[src/rtl/uart_pkg.sv]
// Shared definitions for the UART transmit path.
// Scheduler state encoding, timeout and parity-sense constants.
package uart_pkg;

    typedef enum logic [2:0] {
        S_IDLE      = 3'd0,
        S_ISSUE     = 3'd1,
        S_WAIT_BUSY = 3'd2,
        S_WAIT_DONE = 3'd3,
        S_GAP       = 3'd4
    } sched_state_t;

    localparam int BUSY_TO = 4;

    localparam logic PARITY_ODD  = 1'b0;
    localparam logic PARITY_EVEN = 1'b1;

endpackage

[src/rtl/uart_rr_arbiter.sv]
// Combinational round-robin arbiter.
// Picks the first valid index at or above ptr, modulo NUM_REQ.
module uart_rr_arbiter #(
    parameter  int NUM_REQ = 4,
    localparam int IDW     = $clog2(NUM_REQ)
) (
    input  logic [NUM_REQ-1:0] req_valid,
    input  logic [IDW-1:0]     ptr,
    output logic [NUM_REQ-1:0] grant,
    output logic [IDW-1:0]     idx,
    output logic               any
);

    // Rotating priority search starting at the pointer.
    always_comb begin
        int j;
        j     = 0;
        grant = '0;
        idx   = '0;
        any   = 1'b0;
        for (int k = 0; k < NUM_REQ; k++) begin
            j = int'(ptr) + k;
            if (j >= NUM_REQ) j = j - NUM_REQ;
            if (!any && req_valid[j]) begin
                any      = 1'b1;
                grant[j] = 1'b1;
                idx      = IDW'(j);
            end
        end
    end

endmodule

[src/rtl/uart_tx_scheduler.sv]
// Round-robin scheduler sharing one UART transmitter.
// Issues a load strobe, tracks busy, enforces an inter-frame gap.
module uart_tx_scheduler
    import uart_pkg::*;
#(
    parameter  int NUM_REQ    = 4,
    parameter  int DATA_WIDTH = 8,
    parameter  int GAP_TICKS  = 1,
    localparam int IDW        = $clog2(NUM_REQ)
) (
    input  logic                          tx_clk,
    input  logic                          rst,
    input  logic [NUM_REQ-1:0]            req_valid,
    input  logic [NUM_REQ*DATA_WIDTH-1:0] req_data,
    input  logic [NUM_REQ-1:0]            req_parity_en,
    input  logic [NUM_REQ-1:0]            req_odd_r_even,
    output logic [NUM_REQ-1:0]            req_ready,
    input  logic                          tx_tick,
    input  logic                          tx_busy,
    output logic                          tx_en,
    output logic [DATA_WIDTH-1:0]         tx_data,
    output logic                          tx_parity_en,
    output logic                          tx_odd_r_even_parity,
    output logic [IDW-1:0]                grant_id,
    output logic                          ctl_busy,
    output logic                          frame_done,
    output logic                          err
);

    localparam int GW = (GAP_TICKS > 1) ? $clog2(GAP_TICKS + 1) : 1;

    sched_state_t          state, state_n;
    logic [IDW-1:0]        ptr, ptr_n;
    logic [2:0]            to_cnt, to_cnt_n;
    logic [GW-1:0]         gap_cnt, gap_cnt_n;

    logic                  tx_en_n;
    logic [NUM_REQ-1:0]    req_ready_n;
    logic [DATA_WIDTH-1:0] tx_data_n;
    logic                  tx_parity_en_n;
    logic                  tx_oe_n;
    logic [IDW-1:0]        grant_id_n;
    logic                  frame_done_n;
    logic                  err_n;

    logic [NUM_REQ-1:0]    arb_grant;
    logic [IDW-1:0]        arb_idx;
    logic                  arb_any;

    uart_rr_arbiter #(
        .NUM_REQ (NUM_REQ)
    ) u_arb (
        .req_valid (req_valid),
        .ptr       (ptr),
        .grant     (arb_grant),
        .idx       (arb_idx),
        .any       (arb_any)
    );

    // Next-state and next-output logic; outputs are registered below.
    always_comb begin
        state_n        = state;
        ptr_n          = ptr;
        to_cnt_n       = to_cnt;
        gap_cnt_n      = gap_cnt;
        tx_en_n        = 1'b0;
        req_ready_n    = '0;
        tx_data_n      = tx_data;
        tx_parity_en_n = tx_parity_en;
        tx_oe_n        = tx_odd_r_even_parity;
        grant_id_n     = grant_id;
        frame_done_n   = 1'b0;
        err_n          = 1'b0;
        unique case (state)
            S_IDLE: begin
                if (arb_any && !tx_busy) begin
                    state_n        = S_ISSUE;
                    tx_en_n        = 1'b1;
                    req_ready_n    = arb_grant;
                    tx_data_n      = req_data[arb_idx*DATA_WIDTH +: DATA_WIDTH];
                    tx_parity_en_n = req_parity_en[arb_idx];
                    tx_oe_n        = req_odd_r_even[arb_idx];
                    grant_id_n     = arb_idx;
                    ptr_n          = (arb_idx == IDW'(NUM_REQ - 1)) ?
                                     '0 : arb_idx + IDW'(1);
                end
            end
            S_ISSUE: begin
                state_n  = S_WAIT_BUSY;
                to_cnt_n = '0;
            end
            S_WAIT_BUSY: begin
                if (tx_busy) begin
                    state_n = S_WAIT_DONE;
                end else if (to_cnt == 3'(BUSY_TO - 1)) begin
                    err_n   = 1'b1;
                    state_n = S_IDLE;
                end else begin
                    to_cnt_n = to_cnt + 3'd1;
                end
            end
            S_WAIT_DONE: begin
                if (!tx_busy) begin
                    frame_done_n = 1'b1;
                    gap_cnt_n    = '0;
                    state_n      = (GAP_TICKS == 0) ? S_IDLE : S_GAP;
                end
            end
            S_GAP: begin
                if (tx_tick) begin
                    gap_cnt_n = gap_cnt + GW'(1);
                    if (int'(gap_cnt) + 1 >= GAP_TICKS) state_n = S_IDLE;
                end
            end
            default: state_n = S_IDLE;
        endcase
    end

    // State, pointer, counters and all outputs registered.
    always_ff @(posedge tx_clk) begin
        if (rst) begin
            state                <= S_IDLE;
            ptr                  <= '0;
            to_cnt               <= '0;
            gap_cnt              <= '0;
            tx_en                <= 1'b0;
            req_ready            <= '0;
            tx_data              <= '0;
            tx_parity_en         <= 1'b0;
            tx_odd_r_even_parity <= 1'b0;
            grant_id             <= '0;
            ctl_busy             <= 1'b0;
            frame_done           <= 1'b0;
            err                  <= 1'b0;
        end else begin
            state                <= state_n;
            ptr                  <= ptr_n;
            to_cnt               <= to_cnt_n;
            gap_cnt              <= gap_cnt_n;
            tx_en                <= tx_en_n;
            req_ready            <= req_ready_n;
            tx_data              <= tx_data_n;
            tx_parity_en         <= tx_parity_en_n;
            tx_odd_r_even_parity <= tx_oe_n;
            grant_id             <= grant_id_n;
            ctl_busy             <= (state_n != S_IDLE);
            frame_done           <= frame_done_n;
            err                  <= err_n;
        end
    end

endmodule

[config.mk]
export PLATFORM = sky130hd
export DESIGN_NAME = uart_tx_scheduler
export DESIGN_NICKNAME = d
export VERILOG_FILES = /design/src/rtl/uart_pkg.sv /design/src/rtl/uart_rr_arbiter.sv /design/src/rtl/uart_tx_scheduler.sv
export SDC_FILE = /design/constraint.sdc
export NUM_CORES = 1
export LEC_CHECK = 0
export BUFFER_PORTS_ARGS = -buffer_cell sky130_fd_sc_hd__buf_2
export CAP_MARGIN = 20
export CORE_MARGIN = 5
export CORE_UTILIZATION = 40
export CTS_BUF_LIST = sky130_fd_sc_hd__clkbuf_8
export DETAILED_ROUTE_END_ITERATION = 16
export SYNTH_ARGS = -nofsm -noshare
export SYNTH_HDL_FRONTEND = slang
export SYNTH_SLANG_ARGS = --single-unit
[constraint.sdc]
create_clock -name tx_clk -period 4.4 [get_ports tx_clk]
set_input_delay 0.66 -clock tx_clk [delete_from_list [all_inputs] [get_ports tx_clk]]
set_output_delay 0.66 -clock tx_clk [all_outputs]
set_load 0.005 [all_outputs]
# After elaboration in Yosys (flattened, before gate mapping)
# Index checks and enable logic that the tools add are counted.
[totals]
ram_bits = 0
out_inout_bits = 20
mem_count = 0
reg_bits = 29
input_bits = 48
elab_cells = 136
latchBits = 0
rom_bits = 0
[op_classes]
n_addsub = 11
n_mux = 57
n_mul = 0
shift = 1
magnitude_cmp = 14
div = 0
reduce_logical = 23
bitwise = 7
n_eq_ne = 10
[op_table]
columns = ["cell", "n"]
rows = [
  ["$ge A32 B1 Y1 const B", 4],
  ["$lt A32 B4 Y1 const B", 4],
  ["$mux W32", 4],
  ["$ge A32 B4 Y1 const B", 3],
  ["$sub A32 B4 Y32 const B", 3],
  ["$shiftx A32 B6 Y8", 1],
  ["$mux W3", 8],
  ["$mux W1", 23],
  ["$mux W4", 4],
  ["$pmux W3 S5", 1],
  ["$bmux W1 S2", 6],
  ["$or A4 B4 Y4", 3],
  ["$mux W2", 5],
  ["$eq A3 B2 Y1 const B", 3],
  ["$demux W1 S2", 4],
  ["$logic_and A1 B1 Y1", 8],
  ["$ne A2 B2 Y1 const B", 4],
  ["$add A2 B2 Y3 const B", 2],
  ["$pmux W3 S2", 1],
  ["$reduce_and A3 Y1", 2],
  ["$reduce_or A3 Y1", 2],
  ["$logic_not A1 Y1", 4],
  ["$not A1 Y1", 4],
  ["$reduce_bool A2 Y1", 2],
  ["other kinds (17)", 18],
]

# Logic depth before layout (Yosys ltp)
# Gate-level depths: netlist (run 1).
[logic_depth]
word_depth = 19
depth_mapped = 14
mapped_depth_nobuf = 7

# Cells and area by module
# From an unflattened synthesis (run 1), not the netlist that was laid out.
[unflattened]
hier_cells = 180
hier_area_um2 = 1808.0
[modules_own_cells]
columns = ["mod", "seq_area_each_um2", "n_inst", "cells_per_inst", "area_per_inst_um2"]
rows = [
  ["uart_tx_scheduler", 560.5, 1, 132, 1348.8],
  ["uart_rr_arbiter", 0.0, 1, 48, 459.2],
]

# Worst setup path after synthesis (run 1)
# Ideal clock, no wire load.
[synth_timing]
path_kind = "reg2reg"
from = "reg ptr[0]"
to = "reg tx_data[0]"
setup_time_ps = 124
arrival_time_ps = 3024
path_buffers = 7
path_slack_ps = 1252
required_time_ps = 4276
period_less_slack_ps = 3148
stages_incl_launch_ff = 15
path_cell_list = "dfxtp_1 buf_6 buf_2 inv_1 clkbuf_1 ha_1 buf_6 mux4_2 buf_6 nor2b_4 buf_6 buf_12 o31ai_1 o41ai_1 o31ai_1"
[synth_between]
elab_chain_len = 17
word_cells_on_any_way = 44
cone_classes = "7 x add/sub; 4 x order compare; 1 x shift; 24 x mux; 8 x reduce/logical"
[synth_lines]
columns = ["item", "line", "source"]
rows = [
  ["start, declared", "uart_tx_scheduler.sv:33", "logic [IDW-1:0] ptr, ptr_n;"],
  ["start signal, assigned", "uart_tx_scheduler.sv:137", "ptr <= ptr_n;"],
  ["parallel branches: the longest is 17 deep, another holds $sub A32 B4 Y32", "--", ""],
  ["end signal, assigned", "uart_tx_scheduler.sv:142", "tx_data <= tx_data_n;"],
  ["end, declared", "uart_tx_scheduler.sv:21", "output logic [DATA_WIDTH-1:0] tx_data,"],
]
# Parallel ways; which one is timed is not known. The select of a mux whose other input is x is not followed.
# A chain may end at the register's enable or synchronous reset.

# Worst setup path after layout (run 1)
[layout_timing]
from = "reg ptr[1]"
to = "reg tx_data[5]"
# The elaborated chain is that of the path after synthesis.

==> flow_metrics.py, run 1 <==
metrics = {
    "timing": {
        "worst_slew_pin_slew_ps": 814,
        "setup_ws_ps": 950,
        "finalSetupViolCount": 0,
        "rsz0062_at_grt": "false",
        "max_freq_mhz": 290,
        "finalSetupTns_ps": 0,
        "hold_slack_ps": 464,
        "finalHoldViolCount": 0,
        "finalMaxSlewViolations": 0,
        "skew_ps": 3.68,
        "relSlewSlack_pct": 45.6,
        "period_share_pct": 78.4,
        "fin_crit_ps": 3450,
    },
    "logic_synthesis": {
        "ys_async_sr_fraction_pct": 0,
        "synth.largest_area_cell": "dfxtp_1",
        "synth-seq-area-share_pct": 22.9,
        "ys_warn_count": 0,
        "synthesis.nets": 360,
        "ys_types": 55,
        "synth.cell_area_sq_um": 2450,
        "yosys_most_used_dff": "dfxtp_1",
        "synth.area.top_cells": "dfxtp_1, ha_1, mux2i_1",
        "synth_area_per_cell_sq_um": 8.12,
        "synth_seq_cells": 28,
        "synth_top_area_share_pct": 22.9,
        "synthCells": 302,
        "synth-edff-count": 0,
    },
    "critical_path": {
        "arrival_ps": 3610,
        "critPathLaunchType": "flop",
        "required_ps": 4560,
        "worstSetupPathType": "flop to flop",
        "crit_fanout": 11,
        "crit_path_top_delay_cell": "mux4_2",
        "cp-end-kind": "flop",
        "path_buf_inv": 1,
        "max_stage_delay_ps": 700,
        "worstReg2RegStart": "ptr[1]",
        "path_cells": "inv_1 > ha_1 > mux4_2 > o21bai_1 > and3_1 > o41ai_1 > o31ai_1",
        "reg2reg_slack_ps": 950,
        "crit_family": "compound AO/OA/AOI/OAI gates",
        "crit_path_start": "ptr[1]",
    },
    "grt": {
        "grt_max_degree": 42,
        "grt_pass1_vias": 2389,
        "grt_use_total_pct": 19.7,
        "overflow": 0,
        "antenna_found_initial": 0,
        "grt_pass1_wl_um": 12100,
    },
    "cells_and_area": {
        "layout-drive-gt1-share_pct": 25.4,
        "syn_to_final_growth_pct": 14.7,
        "antennaDiodeCount": 0,
        "fin_area_sq_um": 2810,
        "nets": 410,
        "fill_cells": 625,
    },
    "pwr": {
        "cellPowerDensity_nw_per_um2": 349,
        "irDropWorstVdd_mv": 0.180,
        "total_leakage_power_uw": 0.00111,
    },
    "floorplanning": {
        "die_w_um": 88.3,
        "initial_core_util_pct": 41.2,
        "pin_count": 68,
        "dieArea_sq_um": 7790,
        "fp.dieH_um": 88.3,
        "rows": 28,
        "core_area_sq_um": 5960,
    },
    "routing": {
        "drt-total-wl_um": 7600,
        "vias_per_cell": 6.21,
        "wl_per_cell_um": 17.8,
        "drtIter0Drc": 297,
        "drt-pass1-iter-count": 5,
        "final_antenna_net_count": 0,
        "drc": 0,
        "dr_total_vias": 2644,
    },
    "clock_network": {
        "root_buffer": "clkbuf_8",
        "clk_path_buf_depth": 2,
        "clkLatencyLatePin_ps": 280,
        "hold_buffers": 0,
        "cts_tree": "built",
        "path_clk_slew_ps": 100,
        "cts_resized": 0,
        "cts_max_level": 1,
        "postCtsSetupBuffers": 0,
        "cts_sinks": 28,
        "cts_made_buffers": 3,
    },
    "min_path": {
        "hp-class": "flop to flop",
        "hold_start": "tx_data[0]",
    },
    "place": {
        "gp_congestion": 0.838,
        "hpwl_um": 5450,
        "pre_cts_ws_ps": 1030,
        "placed_area_sq_um": 2750,
        "port_buffers": 67,
    },
    "outcome": {
        "outcome": "finished, final reports clean",
    },
    "job": {
        "drv_cap": 0,
    },
}
[layout make-up]
| cell class | instances | area [sq um] | share of cell area (%) |
|---|---|---|---|
| well taps | 75 | 93.8 | 3.34 |
| multi-input cells | 232 | 1670 | 59.5 |
| flip-flops and latches | 28 | 561 | 19.9 |
| repair buffers | 72 | 373 | 13.3 |
| inverters | 15 | 56.3 | 2.00 |
| clock buffers | 4 | 55.1 | 1.96 |
[state kept, by name (all words and copies together), names as in the netlist]
register	flops
to_cnt	3
err	1
ctl_busy	1
tx_en	1
state	3
tx_parity_en	1
req_ready	4
ptr	2
frame_done	1
tx_data	8
grant_id	2
tx_odd_r_even_parity	1
[cell usage after synthesis (5+ instances only)]
| cell type | count |
|---|---|
| o221ai_1 | 6 |
| and3_1 | 5 |
| and2_1 | 5 |
| ha_1 | 10 |
| inv_1 | 14 |
| o211ai_1 | 5 |
| nor4_1 | 7 |
| a31oi_1 | 9 |
| nand4_1 | 9 |
| o31ai_1 | 10 |
| mux2i_1 | 12 |
| nor2_1 | 19 |
| dfxtp_1 | 28 |
| nand2_1 | 26 |
| buf_2 | 5 |
| clkbuf_1 | 14 |
| a211oi_1 | 12 |
| nand3_1 | 7 |
| o21ai_0 | 10 |
| a21oi_1 | 15 |
| o41ai_1 | 6 |
[worst paths after layout]
path | to | depth (start not counted)
max | tx_data[5] | 7
min | tx_data[0] | 2
min reg2reg | tx_data[0] | 2
max reg2reg | tx_data[5] | 7
[layer usage]
| metal | vias to the layer above | wire, um | GRT usage (%) |
|---|---|---|---|
| met5 | - | 0 | 0 |
| met4 | 0 | 123 | 4.67 |
| met3 | 20 | 527 | 2.33 |
| met2 | 127 | 3400 | 30.6 |
| met1 | 1226 | 3550 | 29.0 |
| li1 | 1271 | - | - |
[cell families (layout without fill, tap and decap cells)]
| logic type | Yosys count | after routing | share of synthesized area, % |
|---|---|---|---|
| AND/OR/NAND/NOR | 95 | 95 | 20.4 |
| AO/OA/AOI/OAI | 109 | 109 | 33.8 |
| buffers and inverters | 42 | 91 | 8.93 |
| multiplexers | 17 | 17 | 8.58 |
| XOR/XNOR | 1 | 1 | 0.357 |
| flip-flops | 28 | 28 | 22.9 |
| adder cells (fa/ha/maj) | 10 | 10 | 5.10 |
[stage by stage]
stage	utilization [%]	instances	power (uW)
final	47.2	426	979
after floorplan	-	302	696
after global placement	46.1	421	809
after detailed placement	46.1	421	806
after CTS	47.1	425	975
after global routing	47.2	426	1050
[cell usage in the layout (no fill, tap or decap), types with 10 or more instances in the layout]
cell,n
inv_1,14
nor2_1,19
ha_1,10
o21ai_0,10
nand2_1,26
buf_2,67
a211oi_1,12
dfxtp_1,28
a21oi_1,15
o31ai_1,10
mux2i_1,12
[power by group]
| part | total [uW] | internal, uW | switching (uW) | leakage (uW) |
|---|---|---|---|---|
| clock | 166 | 80.3 | 86.1 | 0.0000288 |
| sequential | 305 | 282 | 22.7 | 0.000229 |
| combinational | 508 | 192 | 316 | 0.000852 |
[worst register-to-register path, cell delays in order (launching register included)]
cell and delay, ps:
dfxtp_1 590, inv_1 190, ha_1 530, mux4_2 700
o21bai_1 420, and3_1 290, o41ai_1 490, o31ai_1 110
No activity file was read; power rests on OpenSTA's default activity.
==> run 2, diff against run 1 <==
==> constraint.sdc (replaced) <==
create_clock -name tx_clk -period 3.25 [get_ports tx_clk]
set_input_delay 0.4875 -clock tx_clk [delete_from_list [all_inputs] [get_ports tx_clk]]
set_output_delay 0.4875 -clock tx_clk [all_outputs]
set_load 0.005 [all_outputs]
==> flow_metrics.py, run 2 (synthesis gave the netlist of run 1 again) <==
metrics = {
    "floorplanning": {
        "pin_count": 68,
        "dieArea_sq_um": 7790,
        "fp.dieH_um": 88.3,
        "initial_core_util_pct": 41.2,
        "core_area_sq_um": 5960,
        "rows": 28,
        "die_w_um": 88.3,
    },
    "cells_and_area": {
        "layout_commonest_cell": "buf_2",
        "final_cell_mix": "buf_2, dfxtp_1, nand2_1",
        "nets": 420,
        "top_regs": "tx_data (8), req_ready (4)",
        "layout-drive-gt1-share_pct": 27.2,
        "fill_cells": 594,
        "antennaDiodeCount": 0,
        "syn_to_final_growth_pct": 17.2,
        "fin_area_sq_um": 2870,
        "largest_register": "tx_data",
        "largest_register_ffs": 8,
    },
    "critical_path": {
        "cp-end-kind": "flop",
        "crit_fanout": 45,
        "crit_path_start": "ptr[0]",
        "path_cells": "buf_4 > mux4_2 > o211a_1 > and2_1 > o41ai_1 > o31ai_1",
        "reg2reg_slack_ps": 410,
        "reg2reg_to": "tx_odd_r_even_parity",
        "critPathLaunchType": "flop",
        "worstReg2RegStart": "ptr[0]",
        "path_buf_inv": 1,
        "required_ps": 3400,
        "crit_family": "compound AO/OA/AOI/OAI gates",
        "crit_path_top_delay_cell": "mux4_2",
        "max_stage_delay_ps": 660,
        "arrival_ps": 2990,
        "worstSetupPathType": "flop to flop",
        "r2r_cells": 6,
    },
    "clock_network": {
        "clk_path_buf_depth": 2,
        "cts_tree": "built",
        "hold_buffers": 0,
        "cts_sinks": 28,
        "cts_max_level": 1,
        "root_buffer": "clkbuf_8",
        "cts_made_buffers": 3,
        "cts_resized": 0,
        "postCtsSetupBuffers": 0,
        "clkLatencyLatePin_ps": 270,
        "path_clk_slew_ps": 90,
    },
    "pwr": {
        "pwr-share-comb_pct": 55.1,
        "switchingPower_uw": 564,
        "total_leakage_power_uw": 0.00115,
        "cellPowerDensity_nw_per_um2": 459,
        "p_sw_share_pct": 42.8,
        "p_int_uw": 755,
        "clock_power_share_pct": 14.3,
        "irDropWorstVdd_mv": 0.270,
        "seq_power_share_pct": 30.6,
        "total_power_uw": 1320,
    },
    "routing": {
        "drtIter0Drc": 202,
        "drt-pass1-iter-count": 4,
        "final_antenna_net_count": 0,
        "dr_total_vias": 2665,
        "drc": 0,
        "vias_per_cell": 6.13,
        "drt-total-wl_um": 7460,
        "wl_per_cell_um": 17.2,
    },
    "timing": {
        "fin_crit_ps": 2840,
        "finalSetupViolCount": 0,
        "worst_slew_pin_slew_ps": 727,
        "max_freq_mhz": 352,
        "finalSetupTns_ps": 0,
        "rsz0062_at_grt": "false",
        "finalHoldViolCount": 0,
        "hold_slack_ps": 465,
        "relSlewSlack_pct": 51.0,
        "skew_ps": 4.60,
        "setup_ws_ps": 412,
        "period_share_pct": 87.3,
        "finalMaxSlewViolations": 0,
    },
    "place": {
        "placed_area_sq_um": 2830,
        "hpwl_um": 5510,
        "gp_congestion": 0.842,
        "pre_cts_ws_ps": 429,
        "port_buffers": 67,
    },
    "grt": {
        "overflow": 0,
        "grt_pass1_wl_um": 12000,
        "grt_max_degree": 46,
        "grt_pass1_vias": 2503,
        "antenna_found_initial": 0,
        "grt_use_total_pct": 19.1,
    },
    "min_path": {
        "whs_endpoint": "tx_odd_r_even_parity",
        "min_path_cells": 2,
        "hold_start": "tx_odd_r_even_parity",
        "hp-class": "flop to flop",
    },
    "outcome": {
        "outcome": "finished, final reports clean",
    },
    "job": {
        "drv_cap": 0,
    },
}
==> run 2: cell count changes in the layout (fill, tap and decap cells not counted), sizes merged <==
cell,previous run,this run
buf,72,82
clkbuf,4,3
==> run 2: per-layer routing <==
metal	vias up	part of all wire, %	global-route usage, %
met5	-	0	0
met3	11	6.9	3.17
li1	1298	-	-
met2	101	46	30.4
met4	0	1.2	4.81
met1	1255	46	27.0
==> run 2: through the flow <==
| step | instances | utilization [%] |
|---|---|---|
| 2_1_floorplan | 302 | - |
| 3_3_place_gp | 432 | 47.5 |
| 3_5_place_dp | 432 | 47.5 |
| 4_1_cts | 435 | 48.2 |
| 5_1_grt | 435 | 48.2 |
| 6_report | 435 | 48.2 |
==> run 2: how the worst max path moves through the flow <==
stage	cells after the start	slack [ps]	to
after floorplan	14	100	tx_data[0]
after global placement	7	490	tx_data[3]
after detailed placement	7	430	tx_data[3]
after CTS	7	430	tx_data[3]
after global routing	7	220	tx_data[3]
final	6	410	tx_odd_r_even_parity
==> run 2: worst reg2reg max path: stages (launching register included) <==
cell and delay, ps:
dfxtp_1 340, buf_4 450, mux4_2 670, o211a_1 370, and2_1 210, o41ai_1 570
o31ai_1 110
==> run 2: power groups by stage <==
stage | logic, uW | registers, uW | clock network, uW
finish | 727 | 403 | 189
floorplan | 528 | 415 | 0
CTS | 720 | 404 | 198
global placement | 716 | 411 | 0
detailed placement | 717 | 412 | 0
global route | 794 | 409 | 218
==> run 2: cell type report <==
class	count	area, sq um	share of cell area, %
well taps	75	93.8	3.27
multi-input cells	232	1670	58.2
repair buffers	82	448	15.6
clock buffers	3	41.3	1.44
inverters	15	56.3	1.96
flip-flops and latches	28	561	19.5
==> run 3, diff against run 2 <==
--- a/config.mk
+++ b/config.mk
@@ -11,6 +11,8 @@
 export CORE_UTILIZATION = 40
 export CTS_BUF_LIST = sky130_fd_sc_hd__clkbuf_8
 export DETAILED_ROUTE_END_ITERATION = 16
+export PLACE_DENSITY = 0.66
 export SYNTH_ARGS = -nofsm -noshare
 export SYNTH_HDL_FRONTEND = slang
 export SYNTH_SLANG_ARGS = --single-unit
+export TNS_END_PERCENT = 50
==> constraint.sdc (replaced) <==
create_clock -name tx_clk -period 2.3 [get_ports tx_clk]
set_input_delay 0.345 -clock tx_clk [delete_from_list [all_inputs] [get_ports tx_clk]]
set_output_delay 0.345 -clock tx_clk [all_outputs]
set_load 0.005 [all_outputs]
==> flow_metrics.py, run 3 (synthesis gave the netlist of run 1 again) <==
metrics = {
    "outcome": {
        "outcome": "finished with violations",
        "failed_checks": "setup timing",
    },
    "grt": {
        "grt_use_total_pct": 20.9,
        "antenna_found_initial": 0,
        "grt_pass1_vias": 2666,
        "grt_max_degree": 25,
        "grt_pass1_wl_um": 12900,
        "overflow": 0,
    },
    "job": {
        "drv_cap": 0,
    },
    "timing": {
        "finalMaxSlewViolations": 0,
        "setup_ws_ps": -15.3,
        "period_share_pct": 101,
        "finalHoldViolCount": 0,
        "max_freq_mhz": 432,
        "worst_slew_pin_slew_ps": 441,
        "rsz0062_at_grt": "true",
        "finalSetupViolCount": 3,
        "relSlewSlack_pct": 69.8,
        "fin_crit_ps": 2320,
        "skew_ps": 6.39,
        "hold_slack_ps": 346,
        "finalSetupTns_ps": -29.4,
    },
    "clock_network": {
        "cts_sinks": 28,
        "cts_tree": "built",
        "path_clk_slew_ps": 100,
        "hold_buffers": 0,
        "cts_max_level": 1,
        "clkLatencyLatePin_ps": 290,
        "clk_path_buf_depth": 2,
        "root_buffer": "clkbuf_8",
        "cts_made_buffers": 3,
    },
    "critical_path": {
        "crit_path_top_delay_cell": "mux4_2",
        "worstSetupPathType": "flop to flop",
        "path_buf_inv": 3,
        "required_ps": 2480,
        "max_stage_delay_ps": 540,
        "path_cells": "inv_6 > ha_4 > mux4_2 > buf_6 > nor2b_4 > buf_6 > o31ai_1 > o41ai_2 > o31ai_1",
        "critPathLaunchType": "flop",
        "arrival_ps": 2500,
        "r2r_cells": 9,
        "worstReg2RegStart": "ptr[0]",
        "crit_family": "multiplexers",
        "cp-end-kind": "flop",
        "crit_fanout": 5,
        "reg2reg_to": "tx_data[0]",
        "reg2reg_slack_ps": -20,
    },
    "cells_and_area": {
        "layout_commonest_cell": "buf_2",
        "top_regs": "tx_data (8), req_ready (4)",
        "largest_register": "tx_data",
        "layout-drive-gt1-share_pct": 42.1,
        "nets": 453,
        "post-route-util_pct": 57.5,
        "fill_cells": 540,
        "largest_register_ffs": 8,
        "final_cell_mix": "buf_2, buf_4, dfxtp_1",
        "syn_to_final_growth_pct": 39.8,
        "antennaDiodeCount": 0,
        "stdcell_count": 469,
    },
    "routing": {
        "dr_total_vias": 2809,
        "drc": 0,
        "wl_per_cell_um": 17.6,
        "drt-total-wl_um": 8260,
        "drt-pass1-iter-count": 4,
        "drtIter0Drc": 224,
        "vias_per_cell": 5.99,
        "final_antenna_net_count": 0,
    },
    "place": {
        "port_buffers": 67,
        "pre_cts_ws_ps": -127,
        "dp.cells": 462,
        "hpwl_um": 6030,
        "gp_congestion": 0.839,
    },
    "floorplanning": {
        "rows": 28,
        "core_area_sq_um": 5960,
        "die_w_um": 88.3,
        "pin_count": 68,
        "fp.dieH_um": 88.3,
        "dieArea_sq_um": 7790,
        "initial_core_util_pct": 41.2,
    },
    "pwr": {
        "cellPowerDensity_nw_per_um2": 689,
        "total_leakage_power_uw": 0.00139,
        "irDropWorstVdd_mv": 0.303,
    },
    "min_path": {
        "hp-class": "input pin to flop",
        "min_path_cells": 3,
        "whs_endpoint": "state[2]",
        "hold_start": "tx_tick",
    },
}
==> run 3: cell count changes in the layout (fill, tap and decap cells not counted), moves of 5 or more <==
cell and delta:
a211oi_1 -7, o41ai_1 -6, buf_4 +21, o41ai_2 +5, a211oi_2 +7, buf_6 +11
==> run 3: per-layer routing <==
layer | share of wire (%) | global-route usage (%) | up-vias
met2 | 48 | 35.0 | 114
li1 | - | - | 1365
met3 | 6.1 | 1.86 | 9
met5 | 0 | 0 | -
met4 | 1.2 | 6.32 | 0
met1 | 44 | 28.7 | 1321
==> run 3: report_power, final <==
part | internal, uW | switching, uW
clock network | 234 | 172
registers | 541 | 34.4
logic | 633 | 747
total | 1410 | 953
==> run 3: tightest hold or removal path, stage by stage <==
cell     delay (ps)
buf_2            70
or4_1           120
a21oi_1          60
==> run 3: cell type report <==
cell class                      count  area (sq um)  area share [%]
Timing Repair Buffer              115           749            21.9
Clock buffer                        3          41.3            1.21
Sequential cell                    28           566            16.5
Tap cell                           75          93.8            2.74
Clock inverter                      1          30.0           0.877
Multi-Input combinational cell    232          1880            55.0
Inverter                           15          61.3            1.79
==> run 3: per-stage QoR <==
stage | total power [uW] | instance area, sq um
3_5_place_dp | 1760 | 3090
6_report | 2360 | 3430
5_1_grt | 2510 | 3430
2_1_floorplan | 1360 | 2500
3_3_place_gp | 1740 | 3090
4_1_cts | 2230 | 3250
==> run 3: timing repair <==
action / in CTS / in global routing
resized for setup: 14 / 38
setup buffers: 2 / 1
pin swaps: 3 / 17
setup endpoints to repair: 11 / 17
==> run 3: how the worst max path moves through the flow <==
stage	startpoint	cells past startpoint	slack, ps	end
6_report	ptr[0]	9	-20	tx_data[0]
3_5_place_dp	ptr[1]	9	-130	tx_data[5]
5_1_grt	ptr[0]	9	-100	tx_data[0]
2_1_floorplan	ptr[0]	14	-500	tx_data[3]
3_3_place_gp	ptr[1]	9	-70	tx_data[5]
4_1_cts	ptr[0]	6	-30	tx_data[4]
